## config.mk

```make
export PLATFORM = sky130hd
export DESIGN_NAME = arbitro_memoria
export DESIGN_NICKNAME = d
export VERILOG_FILES = /design/src/rtl/arbitro_memoria.sv
export SDC_FILE = /design/constraint.sdc
export NUM_CORES = 1
export LEC_CHECK = 0
export CORE_MARGIN = 3
export CORE_UTILIZATION = 39
export CTS_CLUSTER_SIZE = 40
export DETAILED_ROUTE_END_ITERATION = 6
export PLACE_DENSITY = 0.77
export REMOVE_ABC_BUFFERS = 1
export SLEW_MARGIN = 20
export SYNTH_ARGS = -nofsm -noshare
export SYNTH_HDL_FRONTEND = slang
export SYNTH_SLANG_ARGS = --single-unit
```

## constraint.sdc

```tcl
create_clock -name clk -period 3.9 [get_ports clk]
set_input_delay 0.585 -clock clk [delete_from_list [all_inputs] [get_ports clk]]
set_output_delay 0.585 -clock clk [all_outputs]
set_load 0.01 [all_outputs]
```

## src/rtl/arbitro_memoria.sv

```systemverilog
// Memory arbiter between the CPU multicycle datapath and the USART program loader.
// One access at a time through a 4-state FSM; boot mode gives the loader exclusive ownership.
module arbitro_memoria #(
  parameter int ADDR_W     = 10,
  parameter int DATA_W     = 32,
  parameter int MAX_ESPERA = 4
) (
  input  logic              clk,
  input  logic              rst,
  input  logic              boot,
  input  logic              cpu_req,
  input  logic              cpu_we,
  input  logic [ADDR_W-1:0] cpu_end,
  input  logic [DATA_W-1:0] cpu_dado,
  output logic              cpu_ack,
  output logic [DATA_W-1:0] cpu_rdata,
  input  logic              ld_req,
  input  logic              ld_we,
  input  logic [ADDR_W-1:0] ld_end,
  input  logic [DATA_W-1:0] ld_dado,
  output logic              ld_ack,
  output logic [DATA_W-1:0] ld_rdata,
  output logic [ADDR_W-1:0] mem_end,
  output logic [DATA_W-1:0] mem_dado,
  output logic              mem_we,
  input  logic [DATA_W-1:0] mem_saida,
  output logic              cpu_parado,
  output logic              dono,
  output logic [1:0]        estado
);

  typedef enum logic [1:0] {
    OCIOSO   = 2'd0,
    ACESSO   = 2'd1,
    RESPOSTA = 2'd2,
    ACK      = 2'd3
  } estado_t;

  localparam logic [3:0] MAX_CNT = 4'(MAX_ESPERA);

  estado_t           estado_q, estado_d;
  logic [ADDR_W-1:0] mem_end_q, mem_end_d;
  logic [DATA_W-1:0] mem_dado_q, mem_dado_d;
  logic              mem_we_q, mem_we_d;
  logic              dono_q, dono_d;
  logic [3:0]        espera_q, espera_d;
  logic              cpu_ack_q, cpu_ack_d;
  logic              ld_ack_q, ld_ack_d;
  logic [DATA_W-1:0] cpu_rdata_q, cpu_rdata_d;
  logic [DATA_W-1:0] ld_rdata_q, ld_rdata_d;

  logic cpu_eleg;
  logic ld_vence;

  always_ff @(posedge clk or posedge rst) begin
    if (rst) begin
      estado_q    <= OCIOSO;
      mem_end_q   <= '0;
      mem_dado_q  <= '0;
      mem_we_q    <= 1'b0;
      dono_q      <= 1'b0;
      espera_q    <= '0;
      cpu_ack_q   <= 1'b0;
      ld_ack_q    <= 1'b0;
      cpu_rdata_q <= '0;
      ld_rdata_q  <= '0;
    end else begin
      estado_q    <= estado_d;
      mem_end_q   <= mem_end_d;
      mem_dado_q  <= mem_dado_d;
      mem_we_q    <= mem_we_d;
      dono_q      <= dono_d;
      espera_q    <= espera_d;
      cpu_ack_q   <= cpu_ack_d;
      ld_ack_q    <= ld_ack_d;
      cpu_rdata_q <= cpu_rdata_d;
      ld_rdata_q  <= ld_rdata_d;
    end
  end

  // The loader wins when it is alone or once it has lost MAX_ESPERA contended rounds in a row.
  assign cpu_eleg = cpu_req & ~boot;
  assign ld_vence = ld_req & (~cpu_eleg | (espera_q == MAX_CNT));

  always_comb begin
    estado_d    = estado_q;
    mem_end_d   = mem_end_q;
    mem_dado_d  = mem_dado_q;
    mem_we_d    = mem_we_q;
    dono_d      = dono_q;
    espera_d    = espera_q;
    cpu_ack_d   = 1'b0;
    ld_ack_d    = 1'b0;
    cpu_rdata_d = cpu_rdata_q;
    ld_rdata_d  = ld_rdata_q;

    case (estado_q)
      OCIOSO: begin
        mem_we_d = 1'b0;
        if (!ld_req) begin
          espera_d = '0;
        end
        if (ld_vence) begin
          mem_end_d  = ld_end;
          mem_dado_d = ld_dado;
          mem_we_d   = ld_we;
          dono_d     = 1'b1;
          espera_d   = '0;
          estado_d   = ACESSO;
        end else if (cpu_eleg) begin
          mem_end_d  = cpu_end;
          mem_dado_d = cpu_dado;
          mem_we_d   = cpu_we;
          dono_d     = 1'b0;
          estado_d   = ACESSO;
          if (ld_req && (espera_q != MAX_CNT)) begin
            espera_d = espera_q + 4'd1;
          end
        end
      end
      // Dropping the write strobe here guarantees a single write per access.
      ACESSO: begin
        mem_we_d = 1'b0;
        estado_d = RESPOSTA;
      end
      RESPOSTA: begin
        if (dono_q) begin
          ld_rdata_d = mem_saida;
          ld_ack_d   = 1'b1;
        end else begin
          cpu_rdata_d = mem_saida;
          cpu_ack_d   = 1'b1;
        end
        estado_d = ACK;
      end
      ACK: begin
        estado_d = OCIOSO;
      end
      default: begin
        estado_d = OCIOSO;
      end
    endcase
  end

  assign cpu_ack    = cpu_ack_q;
  assign ld_ack     = ld_ack_q;
  assign cpu_rdata  = cpu_rdata_q;
  assign ld_rdata   = ld_rdata_q;
  assign mem_end    = mem_end_q;
  assign mem_dado   = mem_dado_q;
  assign mem_we     = mem_we_q;
  assign dono       = dono_q;
  assign estado     = estado_q;
  assign cpu_parado = boot | (cpu_req & ~cpu_ack_q);

endmodule

```

==> impl_metrics.ini, run 1 <==
[outcome]
status = finished clean

[worst_setup_path]
worstPathRequired_ns = 4.17
max_stage_delay_ns = 0.49
cp-start-kind = flop
r2r_start = estado[0]
cp-end-kind = flop
path_delay_family = buffers and inverters
critPathKind = flop to flop
r2r_slack_ns = 1.33
crit_path_max_fanout = 47
worstPathCellList = inv_1 > ha_1 > inv_2 > buf_12 > a2111oi_0 > a211oi_1
cp.buffers_inverters = 3
r2r_cells = 6
crit_slowest_cell = a2111oi_0
worstPathArrival_ns = 2.84
r2r-end = mem_dado[26]

[drt]
vias_per_cell = 5.39
drtIter0Drc = 196
avgRoutedWirePerCell_um = 19.4
vias = 4597
drc = 0
firstDrtPassIters = 4
postRouteAntennaNets = 0
wirelength_um = 16600

[timing]
slew_viol_final = 0
whs_ns = 0.490
tightest_slew_ns = 1.09
hold_viol = 0
setup-tns-final_ns = 0
fin_worst_skew_ns = 0.0114
rsz0062_at_grt = false
fin_crit_ns = 2.57
relSlewSlack_pct = 27.1
setup_viol = 0
finalCritPeriodShare_pct = 65.9
max_freq_mhz = 389

[clocking]
post_cts_buffers = 0
htreeDepth = 4
cts_buffer_depth = 2
hold_buffers = 0
ctsResizeCount = 0
cts_root_buffer = clkbuf_16
cts_buffers = 17
insertion_delay_ns = 0.41
clkSinkCount = 116
cts_tree = yes
clk_pin_slew_worst_paths_ns = 0.05

[die]
core_area_sq_um = 14100
die_w_um = 127
rows = 43
dieArea_sq_um = 16200
initial_core_util_pct = 40.6
die-height_um = 127
ios = 236

[layout]
drive_gt1_share_pct = 20.5
layout_commonest_cell = clkdlybuf4s50_1
mostFrequentLayoutCells = clkdlybuf4s50_1 (235), dfrtp_1 (116), inv_1 (53)
fin_util_pct = 61.8
diodes = 0
area.growth.synth_to_final_pct = 52.2
design_area_sq_um = 8710
fin_nets = 790

[worst_hold_path]
hold_class = flop to flop
worstHoldStart = cpu_rdata[22]
whs_endpoint = cpu_rdata[22]
hold_depth = 1

[synthesis]
synthTopCellsByArea = dfrtp_1 (51%), mux2_2 (7.1%), a2111oi_2 (6.6%)
ys_seq_area_share_pct = 50.7
synthDistinctLibCells = 38
yosysTopAreaCell = dfrtp_1
synthArstFlopShare_pct = 100
syn_avg_cell_area_sq_um = 12.9
synth_ff_type = dfrtp_1
ys.warnings.count = 0
ys_ff_latch = 116
synth_edf_count = 0
synth.top_cell.area_share_pct = 50.7
synthCells = 445
synth_area_sq_um = 5720

[grt]
grt-ovfl-total = 0
antenna_found_initial = 0
grtUsageTotal_pct = 20.8
grt_pass1_wl_um = 26500
grt_max_degree = 65
first_global_vias = 4881

[place]
gp_congestion = 0.823
io_buffers = 235
place_area_sq_um = 8110
hpwl_um = 11700

[power]
power_mw = 6.82
power.leakage_nw = 3.48
peakVddDrop_mv = 0.322
cellPowerDensity_nw_per_um2 = 783

[job]
maxCapViolations = 0
cell usage after synthesis, drive strengths merged (3+ instances only):
master	instances
nand3	3
nor2	3
clkbuf	7
nand2	3
mux2	66
a2111oi	42
a211oi	43
dfrtp	116
ha	6
inv	56
nor4	42
buf	39
final cells by class:
class / instances / area, sq um
well taps: 180 / 225
multi-input cells: 227 / 2300
flip-flops and latches: 116 / 2900
clock inverters: 9 / 128
fillers: 1082 / 5390
clock buffers: 22 / 474
inverters: 56 / 213
repair buffers: 243 / 2460
worst max-delay path by stage:
stage / startpoint / slack (ns) / end / cells past startpoint
floorplan: rst / 0.24 / cpu_ack / 1
global placement: ld_req / 1.15 / estado[1] / 4
detailed placement: ld_req / 1.13 / estado[1] / 4
CTS: estado[1] / 1.35 / mem_end[6] / 6
global route: estado[0] / 1.06 / mem_dado[26] / 6
finish: estado[0] / 1.33 / mem_dado[26] / 6
sequential cells by signal, indices dropped and copies added (netlist names):
signal / count
cpu_rdata: 32
mem_end: 10
cpu_ack: 1
ld_ack: 1
espera_q: 4
mem_dado: 32
mem_we: 1
estado: 2
dono: 1
ld_rdata: 32
power by group:
part	switching [mW]	leakage, nW	internal [mW]
combinational	1.35	1.86	1.75
clock	0.529	0.288	1.05
sequential	0.335	1.33	1.80
total	2.22	3.48	4.60
stage by stage:
stage	worst slack, ns	instances
floorplan	0.243	399
detailed placement	1.13	822
finish	1.33	853
CTS	1.35	853
global route	1.06	853
global placement	1.15	822
worst register-to-register path, stage by stage, from the launching register on:
cell and delay [ns]:
dfrtp_1 0.39, inv_1 0.13, ha_1 0.46, inv_2 0.47
buf_12 0.37, a2111oi_0 0.52, a211oi_1 0.09
metal layers:
layer | up-vias | routed length, um | GRT usage (%)
met2 | 243 | 7610 | 32.6
met1 | 2229 | 6850 | 26.0
met4 | 0 | 280 | 6.69
li1 | 2102 | - | -
met5 | - | 0 | 0
met3 | 23 | 1810 | 9.24
logic make-up after synthesis:
logic type	Yosys count	synth area share [%]
flops	116	50.7
compound gates	95	19.0
buf+inv	102	9.07
simple gates	58	6.58
fa+ha+maj	6	1.31
mux	68	13.3
No activity file was read; power rests on OpenSTA's default activity.
==> run 2, diff against run 1 <==
--- a/config.mk
+++ b/config.mk
@@ -6,10 +6,10 @@
 export NUM_CORES = 1
 export LEC_CHECK = 0
 export CORE_MARGIN = 3
-export CORE_UTILIZATION = 39
+export CORE_UTILIZATION = 43
 export CTS_CLUSTER_SIZE = 40
 export DETAILED_ROUTE_END_ITERATION = 6
-export PLACE_DENSITY = 0.77
+export PLACE_DENSITY = 0.8
 export REMOVE_ABC_BUFFERS = 1
 export SLEW_MARGIN = 20
 export SYNTH_ARGS = -nofsm -noshare
==> constraint.sdc (replaced) <==
create_clock -name clk -period 2.5 [get_ports clk]
set_input_delay 0.375 -clock clk [delete_from_list [all_inputs] [get_ports clk]]
set_output_delay 0.375 -clock clk [all_outputs]
set_load 0.01 [all_outputs]
==> run 2 against run 1 <==
Net effect:
- combinational power up 57%
- global-route usage increased by 2.6 points
- core utilization increased by 6.1 points
- die area is 8.9% lower
- sequential cell count did not move
- via count up 1.1%
- final cell count fell by 0.35%
- register-to-register slack got worse by 0.80 ns
- sequential share of layout area about the same
- sequential power grew 57%
- critical path type is now primary input to output port
- highest routed layer is now met5
==> impl_metrics.ini, run 2 (synthesis gave the netlist of run 1 again) <==
[grt]
first_global_vias = 4922
grtUsageTotal_pct = 23.4
grt-ovfl-total = 0
antenna_found_initial = 1
grt_max_degree = 73
grt_most_used_layer = met2
grt_pass1_wl_um = 26500
use_met3_pct = 9.46
use_met1_pct = 28.5
use_met2_pct = 38.2

[timing]
setup_viol = 0
fin_worst_skew_ns = 0.0102
rsz0062_at_grt = false
tightest_slew_ns = 0.567
setup_ws_ns = 0.465
finalCritPeriodShare_pct = 81.4
slew_viol_final = 0
whs_ns = 0.411
relSlewSlack_pct = 62.2
fin_crit_ns = 2.03
hold_viol = 0
max_freq_mhz = 491

[outcome]
status = finished clean

[worst_setup_path]
r2r_slack_ns = 0.53
cp-end-kind = output port
critPathKind = primary input to output port
worstPathCellList = clkdlybuf4s50_1 > a21o_1 > clkdlybuf4s50_1
worstPathRequired_ns = 2.12
r2r-end = mem_end[5]
r2r_start = espera_q[0]
crit_path_frequent_cell = clkdlybuf4s50_1
worstPathArrival_ns = 1.66
crit_path_max_fanout = 3
cp.buffers_inverters = 2
max_stage_delay_ns = 0.63
cp-start-kind = primary input
path_delay_family = buffers and inverters
cp-startpoint = boot
crit_slowest_cell = clkdlybuf4s50_1
r2r_cells = 6

[clocking]
hold_buffers = 0
cts_buffers = 17
cts_tree = yes
clkSinkCount = 116
cts_root_buffer = clkbuf_16
clk_pin_slew_worst_paths_ns = 0.05
post_cts_buffers = 0
htreeDepth = 4
insertion_delay_ns = 0.41
cts_buffer_depth = 2
ctsResizeCount = 0

[place]
hpwl_um = 12100
io_buffers = 235
gp_congestion = 0.823
place_area_sq_um = 8180
preCtsSetupSlack_ns = 0.285

[drt]
wirelength_um = 16800
drc = 0
firstDrtPassIters = 4
vias_per_cell = 5.47
postRouteAntennaNets = 0
avgRoutedWirePerCell_um = 19.8
vias = 4646
drtIter0Drc = 256

[worst_hold_path]
hold_class = primary input to async pin

[die]
dieArea_sq_um = 14700
die_w_um = 121
die-height_um = 121
core_area_sq_um = 12800
initial_core_util_pct = 44.6
ios = 236
rows = 41

[power]
cellPowerDensity_nw_per_um2 = 1190
power_mw = 10.4
power.leakage_nw = 3.51
peakVddDrop_mv = 0.551

[layout]
design_area_sq_um = 8710
drive_gt1_share_pct = 21.1
mostFrequentLayoutCells = clkdlybuf4s50_1 (235), dfrtp_1 (116), inv_1 (53)
fin_util_pct = 67.9
area.growth.synth_to_final_pct = 52.2
fillCellCount = 928
diodes = 0
layout_commonest_cell = clkdlybuf4s50_1
fin_nets = 798

[job]
maxCapViolations = 0
-- run 2: worst register-to-register path: stages, from the launching register on --
cell and delay, ns:
dfrtp_1 0.39, inv_1 0.10, ha_1 0.19, nand3b_1 0.29, buf_12 0.30, a2111oi_0 0.51
a211oi_2 0.06
-- run 2: how the worst max path moves through the flow --
stage	end	cells after the start
6_report	cpu_parado	3
5_1_grt	mem_end[6]	6
4_1_cts	cpu_parado	3
3_5_place_dp	mem_dado[22]	5
3_3_place_gp	mem_end[0]	5
2_1_floorplan	cpu_ack	1
-- run 2: area by class of cell --
type | count | area, sq um | area share [%]
sequential | 116 | 2900 | 33.3
clock buffer | 23 | 498 | 5.72
clock inverter | 5 | 27.5 | 0.316
tap | 172 | 215 | 2.47
multi-input combinational | 227 | 2300 | 26.4
timing repair buffer | 251 | 2550 | 29.3
inverter | 56 | 213 | 2.44
-- run 2: metal layers --
metal,wire length (um),vias to the layer above,share of wire (%)
met1,6840,2263,41
met3,1650,26,9.8
met2,8050,245,48
met5,13,-,0.077
li1,-,2110,-
met4,279,2,1.7
-- run 2: through the flow --
stage | instances | setup TNS (ns)
2_1_floorplan | 399 | -118.05
3_3_place_gp | 822 | 0
3_5_place_dp | 822 | 0
4_1_cts | 850 | 0
5_1_grt | 850 | 0
6_report | 850 | 0
-- run 2: where the power goes --
group	switching, mW	total (mW)	internal, mW
combinational	2.12	4.89	2.78
clock	0.783	2.15	1.36
sequential	0.543	3.36	2.81
total	3.44	10.4	6.95
==> run 3, diff against run 2 <==
==> constraint.sdc (replaced) <==
create_clock -name clk -period 1.9 [get_ports clk]
set_input_delay 0.285 -clock clk [delete_from_list [all_inputs] [get_ports clk]]
set_output_delay 0.285 -clock clk [all_outputs]
set_load 0.01 [all_outputs]
==> run 3 against run 2 <==
Net effect:
- clock power increased by 39%
- first-iteration DRC count increased by 26%
- total power increased by 34%
- critical path type unchanged
==> impl_metrics.ini, run 3 (synthesis gave the netlist of run 1 again) <==
[worst_setup_path]
critPathKind = primary input to output port
r2r_start = espera_q[0]
r2r_slack_ns = 0.08
r2r-end = mem_dado[25]
crit_path_max_fanout = 3
worstPathArrival_ns = 1.55
r2r_cells = 6
worstPathRequired_ns = 1.62
cp-start-kind = primary input
cp-end-kind = output port

[layout]
fin_util_pct = 69.1
diodes = 0
drive_gt1_share_pct = 22.4
layout_commonest_cell = clkdlybuf4s50_1
area.growth.synth_to_final_pct = 54.8
fin_nets = 803
mostFrequentLayoutCells = clkdlybuf4s50_1 (235), dfrtp_1 (116), inv_1 (53)

[clocking]
clk_pin_slew_worst_paths_ns = 0.05
cts_tree = yes
insertion_delay_ns = 0.40
post_cts_buffers = 0
clkSinkCount = 116
cts_buffers = 17
cts_root_buffer = clkbuf_16
htreeDepth = 4
cts_buffer_depth = 2

[drt]
drtIter0Drc = 323
avgRoutedWirePerCell_um = 19.1
drc = 0
vias_per_cell = 5.35
firstDrtPassIters = 4
postRouteAntennaNets = 0
wirelength_um = 16400
vias = 4594

[outcome]
status = finished clean

[die]
rows = 41
die-height_um = 121
ios = 236
die_w_um = 121
initial_core_util_pct = 44.6
dieArea_sq_um = 14700
core_area_sq_um = 12800

[timing]
finalCritPeriodShare_pct = 96.6
fin_worst_skew_ns = 0.0106
max_freq_mhz = 545
hold_viol = 0
tightest_slew_ns = 0.495
rsz0062_at_grt = true
whs_ns = 0.170
setup_viol = 0
fin_crit_ns = 1.83
relSlewSlack_pct = 66.2
slew_viol_final = 0

[worst_hold_path]
hold_class = primary input to async pin

[place]
gp_congestion = 0.829
io_buffers = 235
hpwl_um = 11800

[grt]
antenna_found_initial = 0
grt_pass1_wl_um = 25800
first_global_vias = 4931
grtUsageTotal_pct = 22.5
grt_max_degree = 61
grt-ovfl-total = 0

[power]
cellPowerDensity_nw_per_um2 = 1570
power.leakage_nw = 3.56
peakVddDrop_mv = 0.744

[job]
maxCapViolations = 0
## run 3: layer usage
metal	wire length, um	part of all wire [%]	global-route usage (%)
met5	0	0	0
met4	259	1.6	7.07
met2	7850	48	36.2
met3	1610	9.8	7.93
met1	6690	41	28.5
## run 3: worst max path at each step
stage	slack [ns]	end	cells after the start	from
floorplan	-1.46	cpu_ack	1	rst
global placement	-0.06	mem_end[5]	5	boot
detailed placement	-0.12	mem_dado[31]	5	boot
CTS	0.03	cpu_parado	3	boot
global route	-0.006	mem_dado[29]	6	espera_q[0]
finish	0.07	cpu_parado	3	boot
## run 3: cell type report
cell class              count  area [sq um]
clock buffers              19           453
clock inverters            12           106
fillers                   901          3970
inverters                  56           213
multi-input cells         227          2320
flip-flops and latches    116          2900
well taps                 172           215
repair buffers            256          2650
## run 3: power breakdown
part | total [mW] | internal (mW) | switching, mW
Sequential | 4.41 | 3.70 | 0.708
Combinational | 6.52 | 3.72 | 2.80
Clock | 2.98 | 1.86 | 1.12
## run 3: what timing repair did
item,4_1_cts,5_1_grt
gates resized for setup,0,10
hold buffers,0,0
endpoints found under the setup margin,0,9
## run 3: through the flow
| stage | area [sq um] | TNS (ns) | setup slack [ns] | power, mW | cells |
|---|---|---|---|---|---|
| floorplan | 5410 | -211.37 | -1.46 | 7.31 | 399 |
| global placement | 8280 | -0.0933 | -0.0589 | 10.7 | 827 |
| detailed placement | 8280 | -0.955 | -0.125 | 11.0 | 827 |
| CTS | 8840 | 0 | 0.0277 | 14.1 | 858 |
| global route | 8860 | -0.00629 | -0.00577 | 14.7 | 858 |
| finish | 8860 | 0 | 0.0655 | 13.9 | 858 |
## run 3: worst max-delay path, stage by stage
cell and delay [ns]:
clkdlybuf4s50_1 0.60, a21o_1 0.13, clkdlybuf4s50_1 0.53
